===== config.mk =====
export PLATFORM = sky130hd
export DESIGN_NAME = fwd_scoreboard
export DESIGN_NICKNAME = d
export VERILOG_FILES = /design/src/rtl/fwd_scoreboard.sv
export SDC_FILE = /design/constraint.sdc
export NUM_CORES = 1
export LEC_CHECK = 0
export BUFFER_PORTS_ARGS = -buffer_cell sky130_fd_sc_hd__buf_2
export CAP_MARGIN = 20
export CORE_UTILIZATION = 33
export CTS_CLUSTER_DIAMETER = 30
export DETAILED_ROUTE_END_ITERATION = 8
export GPL_ROUTABILITY_DRIVEN = 0
export PLACE_DENSITY = 0.58
export SYNTH_ARGS = -nofsm -noshare
export SYNTH_HDL_FRONTEND = slang
export SYNTH_SLANG_ARGS = --single-unit

===== constraint.sdc =====
create_clock -name clk -period 5.95 [get_ports clk]
set_clock_uncertainty 0.15 [all_clocks]
set_input_delay 0.595 -clock clk [delete_from_list [all_inputs] [get_ports clk]]
set_output_delay 0.595 -clock clk [all_outputs]
set_load 0.02 [all_outputs]

===== src/rtl/fwd_scoreboard.sv =====
`default_nettype none
// ---------------------------------------------------------------------------
// fwd_scoreboard : EX-stage forwarding select and load-use hazard detection
//                  over a DEPTH-entry tracker of in-flight register writers.
// Revision 1.0
// ---------------------------------------------------------------------------
module fwd_scoreboard #(
    parameter int ADDR_W     = 5,
    parameter int NUM_SRC    = 2,
    parameter int DEPTH      = 2,
    parameter int LOAD_READY = 2,
    parameter int SEL_W      = 3,
    parameter int CNT_W      = 16
) (
    input  logic                        clk,
    input  logic                        rst,
    input  logic                        hold_i,
    input  logic                        ex_valid_i,
    input  logic                        ex_RegWrite_i,
    input  logic                        ex_MemRead_i,
    input  logic [ADDR_W-1:0]           ex_RegWriteAddr_i,
    input  logic [NUM_SRC*ADDR_W-1:0]   ex_SrcAddr_i,
    input  logic [NUM_SRC-1:0]          ex_SrcUsed_i,
    output logic [NUM_SRC*SEL_W-1:0]    fwd_sel_o,
    output logic                        stall_o,
    output logic [CNT_W-1:0]            stall_cnt_o,
    input  logic                        clr_cnt_i
);

    typedef struct packed {
        logic              v;
        logic              wr;
        logic              ld;
        logic [ADDR_W-1:0] addr;
    } entry_t;

    localparam logic [SEL_W-1:0] LR_SEL = SEL_W'(LOAD_READY);

    entry_t             trk_q [1:DEPTH];
    entry_t             trk_d [1:DEPTH];
    logic [CNT_W-1:0]   cnt_q;
    logic [CNT_W-1:0]   cnt_d;
    logic [NUM_SRC-1:0] haz;
    logic               stall;

    for (genvar i = 0; i < NUM_SRC; i++) begin : g_src
        logic [ADDR_W-1:0] src;
        logic [SEL_W-1:0]  win_k;
        logic              win_ld;

        assign src = ex_SrcAddr_i[i*ADDR_W +: ADDR_W];

        // Scan oldest to youngest so the youngest match overwrites the rest.
        always_comb begin
            win_k  = '0;
            win_ld = 1'b0;
            for (int k = DEPTH; k >= 1; k--) begin
                if (trk_q[k].v && trk_q[k].wr && (trk_q[k].addr == src) &&
                    (src != '0) && ex_SrcUsed_i[i] && ex_valid_i) begin
                    win_k  = SEL_W'(k);
                    win_ld = trk_q[k].ld;
                end
            end
        end

        assign haz[i] = win_ld && (win_k < LR_SEL);
        assign fwd_sel_o[i*SEL_W +: SEL_W] = haz[i] ? '0 : win_k;
    end

    assign stall       = (|haz) && ex_valid_i && !hold_i;
    assign stall_o     = stall;
    assign stall_cnt_o = cnt_q;

    always_comb begin
        for (int k = DEPTH; k >= 2; k--) begin
            trk_d[k] = trk_q[k-1];
        end
        // A stalled EX instruction stays put, so a bubble enters the tracker.
        trk_d[1] = stall ? '0 : entry_t'({ex_valid_i, ex_RegWrite_i,
                                          ex_MemRead_i, ex_RegWriteAddr_i});
        cnt_d = cnt_q;
        if (clr_cnt_i) begin
            cnt_d = '0;
        end else if (stall && (cnt_q != '1)) begin
            cnt_d = cnt_q + CNT_W'(1);
        end
    end

    always_ff @(posedge clk or posedge rst) begin
        if (rst) begin
            for (int k = 1; k <= DEPTH; k++) begin
                trk_q[k] <= '0;
            end
            cnt_q <= '0;
        end else if (!hold_i) begin
            trk_q <= trk_d;
            cnt_q <= cnt_d;
        end
    end

endmodule
`default_nettype wire


Yosys cells after proc, flatten, opt, wreduce, memory -nomap -nowiden
Index checks and enable logic that the tools add are counted.
- bits in registers: 32
- latch bits: 0
- memory bits (writable): 0
- bits in read-only memories: 0
- output and inout bits: 23
- logic and storage cells: 60
- memories: 0
- add/subtract/negate cells: 1
- $mul: 0
- divide/modulo/power cells: 0
- magnitude comparators: 2
- equal/unequal tests: 5
- shift operators: 0
- multiplexer cells: 13
- bitwise operators: 1
- reductions and logical operators: 29
- operators with widths (kind ; count):
    $mux 16 ; 2
    $logic_and 1x1->1 ; 23
    $eq 5x5->1 ; 4
    $add 16x1->16 const B ; 1
    $ne 16x16->1 const B ; 1
    $mux 3 ; 4
    $reduce_bool 5->1 ; 2
    $mux 8 ; 1
    $lt 3x2->1 const B ; 2
    $mux 1 ; 4
    $mux 2 ; 2
    $reduce_and 2->1 ; 1
    $reduce_bool 2->1 ; 1
    $reduce_or 2->1 ; 1
    $logic_not 1->1 ; 1
    $not 1->1 ; 1

Longest topological paths before layout
Gate-level depths: netlist of run 1.
- word-level depth: 15
- gate-level depth with buffers: 6

Worst setup path before layout of run 1
Ideal clock, no wire load.
- path kind: input to output
- start: input ex_SrcAddr_i[6]
- end: output fwd_sel_o[4]
- data arrival time: 1.885 ns
- required time: 5.205 ns
- path slack: 3.320 ns
- stages: 4
- buffers on the path: 0
- cells stage by stage: or4_1 > o21bai_1 > nor4_1 > nor3_1
- cells in the longest elaborated chain, start to end: 10
- ends and longest elaborated chain (element ; line ; source):
    start: declaration ; 22 ; input logic [NUM_SRC*ADDR_W-1:0] ex_SrcAddr_i,
    $eq 5x5->1 ; 58 ; if (trk_q[k].v && trk_q[k].wr && (trk_q[k].addr == src) &&
    $logic_and 1x1->1 (2 in a row) ; 58 ;
    $logic_and 1x1->1 (2 in a row) ; 59 ; (src != '0) && ex_SrcUsed_i[i] && ex_valid_i) begin
    $mux 2 ; 58 ;
    $mux 3 ; 58 ;
    $lt 3x2->1 ; 66 ; assign haz[i] = win_ld && (win_k < LR_SEL);
    $logic_and 1x1->1 ; 66 ;
    $mux 3 * ; 67 ; assign fwd_sel_o[i*SEL_W +: SEL_W] = haz[i] ? '0 : win_k;
    end: declaration ; 24 ; output logic [NUM_SRC*SEL_W-1:0] fwd_sel_o,
Mark *: on every way between the ends. The rest lies on a longest branch, timed or not.

Worst setup path after layout of run 1
- start: register trk_q (netlist bit trk_d[4])
- end: output stall_o
- cells in the longest elaborated chain, start to end: 11
- ends and longest elaborated chain (element ; line ; source):
    start: declaration ; 39 ; entry_t trk_q [1:DEPTH];
    start signal: assignment ; 96 ; trk_q <= trk_d;
    $eq 5x5->1 ; 58 ;
    $logic_and 1x1->1 (2 in a row) ; 58 ;
    $logic_and 1x1->1 (2 in a row) ; 59 ;
    $mux 3 ; 58 ;
    $lt 3x2->1 ; 66 ;
    $logic_and 1x1->1 ; 66 ;
    $reduce_or 2->1 * ; 70 ; assign stall = (|haz) && ex_valid_i && !hold_i;
    $logic_and 1x1->1 * (2 in a row) ; 70 ;
    end: declaration ; 25 ; output logic stall_o,
Marks and branches as above.

==> flow_summary.yaml, run 1 <==
critical_path:
  crit_slowest_cell: "nor4_1"
  crit_path_cell_trace: "xnor2_1, nand4_1, nor4_1, nor2_1, nor2_1, buf_2"
  ff2ff_setup_slack_ns: 3.45
  cp_slowest_stage_delay_ns: 0.48
  crit_arrival_ns: 1.95
  startpoint_type: "register"
  critPathCaptureType: "output port"
  cp_common_cell: "nor2_1"
  rr_worst_depth: 5
  critPathMaxFanout: 4
  crit_type: "register to output port"
  required_ns: 5.20
pwr:
  leakagePower_nw: 1.02
  power_uw: 482
  peakVddDrop_uv: 76.5
  p_per_area_mw_per_mm2: 203
die:
  boundaryPins: 47
  std_cell_rows: 28
  fp.dieW_um: 80.3
  fp.dieH_um: 80.3
  dieArea_mm2: 0.00644
  start_util_pct: 34.2
  core-area_mm2: 0.00592
timing:
  rsz0062_at_grt: "false"
  maxSlewHeadroom_pct: 49.6
  setup_ws_ns: 3.25
  drv_slew: 0
  hold_viol: 0
  worst_slew_pin_slew_ns: 0.751
  finalSetupViolCount: 0
  max_clock_freq_mhz: 371
  setup_tns_ns: 0
  post-route-min-period_ns: 2.70
  period_share_pct: 45.3
global_route:
  grt_pass1_wl_um: 8270
  grt_overflow_total: 0
  grt_use_total_pct: 16.8
  antenna_found_initial: 0
  grt_max_degree: 34
  grt_pass1_vias: 1654
clock_tree:
  clock_path_buffers: 2
  post-cts-setup-buffers: 0
  worstSkewPairLatency_ns: 0.28
  cts_tree: "built"
  ctsResizeCount: 0
  cts_buffers: 5
  holdBufCountCts: 0
  clkSlewWorstSetupHoldPaths_ns: 0.06
  clock_sinks: 31
  htreeDepth: 2
  cts_root_buf: "clkbuf_8"
routing:
  antenna_left: 0
  num_vias: 1873
  wirelength_um: 5010
  dr.pass1.iters: 4
  vias_per_cell: 5.62
  dr.first_iter.drc_count: 121
  wl_per_cell_um: 15.0
  remaining_drc_errors: 0
synthesis:
  synth.distinct_cells: 45
  synthFlopType: "dfrtp_1"
  ys_seq_elements: 31
  synthArstFlopShare_pct: 100
  synthCells: 218
  avgSynthCellArea_um2: 9.27
  synth_top_cell_by_area: "dfrtp_1"
  synth_edf_count: 0
  yosys.area.top_type_share_pct: 38.4
  synth.cell_area_mm2: 0.00202
  synth_area_leaders: "dfrtp_1 38%, nor3_1 4.7%, a32oi_1 4.3%"
  yosysWarnings: 0
  yosysSeqAreaShare_pct: 38.4
layout:
  fin_nets: 283
  area_growth_pct: 17.7
  regArea_um2: 776
  fillers: 606
  multi_input_area_mm2: 0.00116
  diodes: 0
  stdcell_count: 333
  drive_gt1_share_pct: 24.8
  utilization_pct: 40.2
run:
  maxCapViolCount: 0
outcome:
  run_status: "finished clean"
placed_design:
  hpwlAfterDp_um: 3510
  dp_slack_ns: 3.18
  io_buffers: 44
  placed_cells: 326
hold_path:
  worstHoldPathType: "primary input to asynchronous set/reset pin"
-- placed cells by master (no fill, tap or decap), types with 2 or more instances in the layout --
master | synthesis | routed
buf_2 | 2 | 44
dfrtp_1 | 31 | 31
nor3_1 | 19 | 19
nand2_1 | 13 | 13
o21ai_1 | 12 | 12
xnor2_1 | 10 | 10
xor2_1 | 10 | 10
nand2b_1 | 10 | 10
a32oi_1 | 10 | 10
nand4_1 | 8 | 8
mux2_2 | 7 | 7
nor2_1 | 7 | 7
a22o_1 | 7 | 7
inv_1 | 6 | 6
nand3_1 | 6 | 6
clkbuf_8 | 0 | 6
nor4_1 | 5 | 5
or3_1 | 4 | 4
o31ai_1 | 4 | 4
or4_1 | 3 | 3
a311o_1 | 3 | 3
a31oi_1 | 2 | 2
nand3b_1 | 2 | 2
a21o_1 | 2 | 2
o211ai_1 | 2 | 2
and2_1 | 2 | 2
nor3b_1 | 2 | 2
a311oi_1 | 2 | 2
conb_1 | 1 | 2
buf_4 | 2 | 2
-- cell usage after synthesis (3+ instances only) --
cell type / number
xnor2_1: 10
nor4_1: 5
inv_1: 6
dfrtp_1: 31
a22o_1: 7
nand3_1: 6
a32oi_1: 10
or3_1: 4
mux2_2: 7
nor2_1: 7
xor2_1: 10
nand4_1: 8
clkbuf_1: 8
nand2_1: 13
nand2b_1: 10
o21ai_1: 12
or4_1: 3
a311o_1: 3
nor3_1: 19
o31ai_1: 4
-- logic make-up (layout without fill, tap and decap cells) --
kind of cell / after synthesis / after routing / synth area share [%]
other cells: 1 / 2 / 0.185
fa+ha+maj: 1 / 1 / 0.619
buf+inv: 20 / 59 / 4.21
simple gates: 87 / 87 / 24.3
xor+xnor: 20 / 20 / 8.66
compound gates: 51 / 51 / 19.7
mux: 7 / 7 / 3.90
flops: 31 / 31 / 38.4
-- metal layers --
metal	share of wire, %	GRT usage [%]	up-vias
li1	-	-	908
met1	49	23.0	895
met2	44	25.4	64
met3	5.6	3.75	6
met4	1.5	6.43	0
met5	0	0	-
-- flip-flops by register name, summed over array words and instances, names as in the netlist --
name,cells
stall_cnt_o,16
trk_d,8
trk_q,7
-- power by group --
group	switching [mW]	internal, mW
clock network	0.0748	0.0905
registers	0.0182	0.224
logic	0.0398	0.0344
total	0.133	0.349
-- critical path: cells and delay by family (launching register included) --
kind | cells | cell delay (ns)
xor gates and xnor gates | 1 | 0.18
buffers and inverters | 1 | 0.18
DFF | 1 | 0.44
and+or+nand+nor | 4 | 0.87
-- metrics by stage --
step | area [µm²] | hold WS [ns]
after global placement | 2290 | 0.383
after CTS | 2380 | 0.240
after detailed placement | 2290 | 0.391
after global routing | 2380 | 0.281
final | 2380 | 0.233
after floorplan | 2030 | 0.349
-- worst paths after layout --
check | start | to
worst max-delay path | trk_d[4] | stall_o
worst min-delay path | rst | stall_cnt_o[4]
worst max register to register | trk_d[1] | stall_cnt_o[15]
worst min register to register | stall_cnt_o[0] | stall_cnt_o[0]
max in group asynchronous | rst | stall_cnt_o[14]
min in group clk | ex_RegWriteAddr_i[1] | trk_d[1]
-- final cells by class --
class                      count  share of cell area [%]
tap                           75                    3.94
multi-input combinational    168                    48.9
inverter                       6                   0.946
timing repair buffer          46                    9.88
sequential                    31                    32.6
clock buffer                   6                    3.47
clock inverter                 1                   0.210
No activity file was read; power rests on OpenSTA's default activity.
==> run 2: changes to the inputs <==
ABC_AREA = 1   (was unset)
clock period = 2.7 ns   (was 5.95 ns; I/O delays follow)
==> flow_summary.yaml, run 2 <==
outcome:
  run_status: "finished clean"
timing:
  setup_ws_ns: 0.514
  hold_viol: 0
  period_share_pct: 81.0
  setup_tns_ns: 0
  rsz0062_at_grt: "false"
  drv_slew: 0
  maxSlewHeadroom_pct: 57.4
  worst_slew_pin_slew_ns: 0.639
  post-route-min-period_ns: 2.19
  finalSetupViolCount: 0
  max_clock_freq_mhz: 457
hold_path:
  worstHoldPathType: "primary input to register"
pwr:
  peakVddDrop_uv: 300
  leakagePower_nw: 1.29
  p_per_area_mw_per_mm2: 507
critical_path:
  critPathMaxFanout: 5
  critPathCaptureType: "output port"
  startpoint_type: "register"
  worstReg2RegStart: "stall_cnt_o[0]"
  worst-path-stages: 7
  rr_worst_depth: 9
  crit_type: "register to output port"
  crit_arrival_ns: 1.77
  ff2ff_setup_slack_ns: 0.63
  critPathTopFamily: "flip-flops"
  cp_slowest_stage_delay_ns: 0.43
  required_ns: 2.28
  crit_path_cell_trace: "inv_2, a21oi_1, nand2_1, nor2_1, nand4_1, a211oi_1, buf_2"
  crit_slowest_cell: "dfrtp_1"
  cp_num_buf_inv: 2
  startpoint: "trk_d[3]"
  r2r-end: "stall_cnt_o[5]"
  crit_path_end: "stall_o"
synthesis:
  synth.most_common_cell: "nand2_1"
  avgSynthCellArea_um2: 6.75
  synthCells: 312
  synth_fa_ha_area_share_pct: 0.594
  yosys.area.top_type_share_pct: 36.8
  synth.top_cells.by_count: "97 x nand2_1, 46 x nor2_1, 32 x nand3_1, 31 x dfrtp_1, 30 x inv_1"
  synth.cell_area_mm2: 0.00211
  synth_xor_area_share_pct: 8.73
  ys_seq_elements: 31
  synth_area_leaders: "dfrtp_1 37%, nand2_1 17%, nor2_1 8.2%"
  synth_top_family_by_area: "simple AND/OR/NAND/NOR gates"
  synth_top_cell_by_area: "dfrtp_1"
  yosysSeqAreaShare_pct: 36.8
  synth_compound_area_share_pct: 6.65
  synthFlopType: "dfrtp_1"
  synth_edf_count: 0
  synth.distinct_cells: 27
  synthArstFlopShare_pct: 100
  yosysWarnings: 0
  synth_mux_area_share_pct: 0
  synth-simple-area-share_pct: 38.6
routing:
  dr.pass1.iters: 4
  wirelength_um: 5560
  num_vias: 2076
  remaining_drc_errors: 0
  dr.first_iter.drc_count: 100
  wl_per_cell_um: 12.8
  antenna_left: 0
  vias_per_cell: 4.79
clock_tree:
  worstSkewPairLatency_ns: 0.30
  cts_buffers: 5
  htreeDepth: 2
  holdBufCountCts: 1
  cts_root_buf: "clkbuf_8"
  clock_path_buffers: 2
  post-cts-setup-buffers: 0
  clock_sinks: 31
  cts_tree: "built"
  ctsResizeCount: 0
  clkSlewWorstSetupHoldPaths_ns: 0.07
die:
  std_cell_rows: 28
  start_util_pct: 34.9
  fp.dieW_um: 81.9
  core-area_mm2: 0.00603
  fp.dieH_um: 81.9
  boundaryPins: 47
  dieArea_mm2: 0.00670
global_route:
  grt_use_total_pct: 18.6
  grt_pass1_vias: 1997
  grt_pass1_wl_um: 9230
  antenna_found_initial: 0
  grt_max_degree: 33
  grt_overflow_total: 0
placed_design:
  io_buffers: 44
  hpwlAfterDp_um: 4020
  dp_slack_ns: 0.651
layout:
  fillers: 641
  diodes: 0
  layout_common_cells: "97 x nand2_1, 46 x nor2_1, 44 x buf_2"
  regArea_um2: 776
  multi_input_area_mm2: 0.00116
  area_growth_pct: 19.1
  drive_gt1_share_pct: 17.0
  fin_nets: 382
  final_common_cell: "nand2_1"
  largest_reg_flops: 16
run:
  maxCapViolCount: 0
run 2: layer usage:
layer	wire length, µm	track usage (%)	vias to the layer above
met5	0	0	-
met3	236	4.33	9
met1	2580	22.9	945
li1	-	-	1075
met2	2660	30.7	47
met4	81	7.89	0
run 2: worst reg2reg max path, delay by kind of cell, from the launching register on:
family	cells	cell delay [ns]
adders and majority gates	1	0.27
DFF	1	0.45
and+or+nand+nor	8	1.13
run 2: kinds of logic (layout without fill, tap and decap cells):
family | Yosys count | in the layout
AOI/OAI and AO/OA | 25 | 25
adders and majority gates | 1 | 1
DFF | 31 | 31
and+or+nand+nor | 191 | 191
xor gates and xnor gates | 21 | 21
buffers and inverters | 42 | 87
other | 1 | 2
run 2: worst min path at each step:
| stage | depth (start not counted) | start | slack [ns] | end |
|---|---|---|---|---|
| after detailed placement | 3 | rst | 0.23 | trk_q[2] |
| after CTS | 3 | ex_RegWrite_i | 0.08 | trk_d[6] |
| after global routing | 3 | ex_RegWriteAddr_i[0] | 0.08 | trk_d[0] |
| after floorplan | 1 | rst | 0.22 | stall_cnt_o[0] |
| after global placement | 3 | rst | 0.23 | trk_q[4] |
| final | 3 | ex_RegWrite_i | 0.09 | trk_d[6] |
run 2: final cells by class:
class,instances,share of cell area [%]
Inverter,32,4.79
Multi-Input combinational cell,240,46.1
Clock inverter,2,1.40
Timing Repair Buffer,47,9.78
Clock buffer,6,3.29
Tap cell,75,3.74
Sequential cell,31,30.9
run 2: power breakdown:
part           internal (mW)  switching (mW)
registers              0.503          0.0479
clock network          0.299           0.193
logic                 0.0857           0.145
run 2: per-stage QoR:
step                      util (%)  hold slack, ns  total power, mW  instances  cell area, µm²
after floorplan                  -           0.224            0.712        313            2110
after CTS                     41.6          0.0820             1.29        433            2510
after detailed placement      39.5           0.235            0.790        424            2380
final                         41.6          0.0860             1.27        433            2510
after global placement        39.5           0.233            0.788        424            2380
after global routing          41.6          0.0845             1.35        433            2510
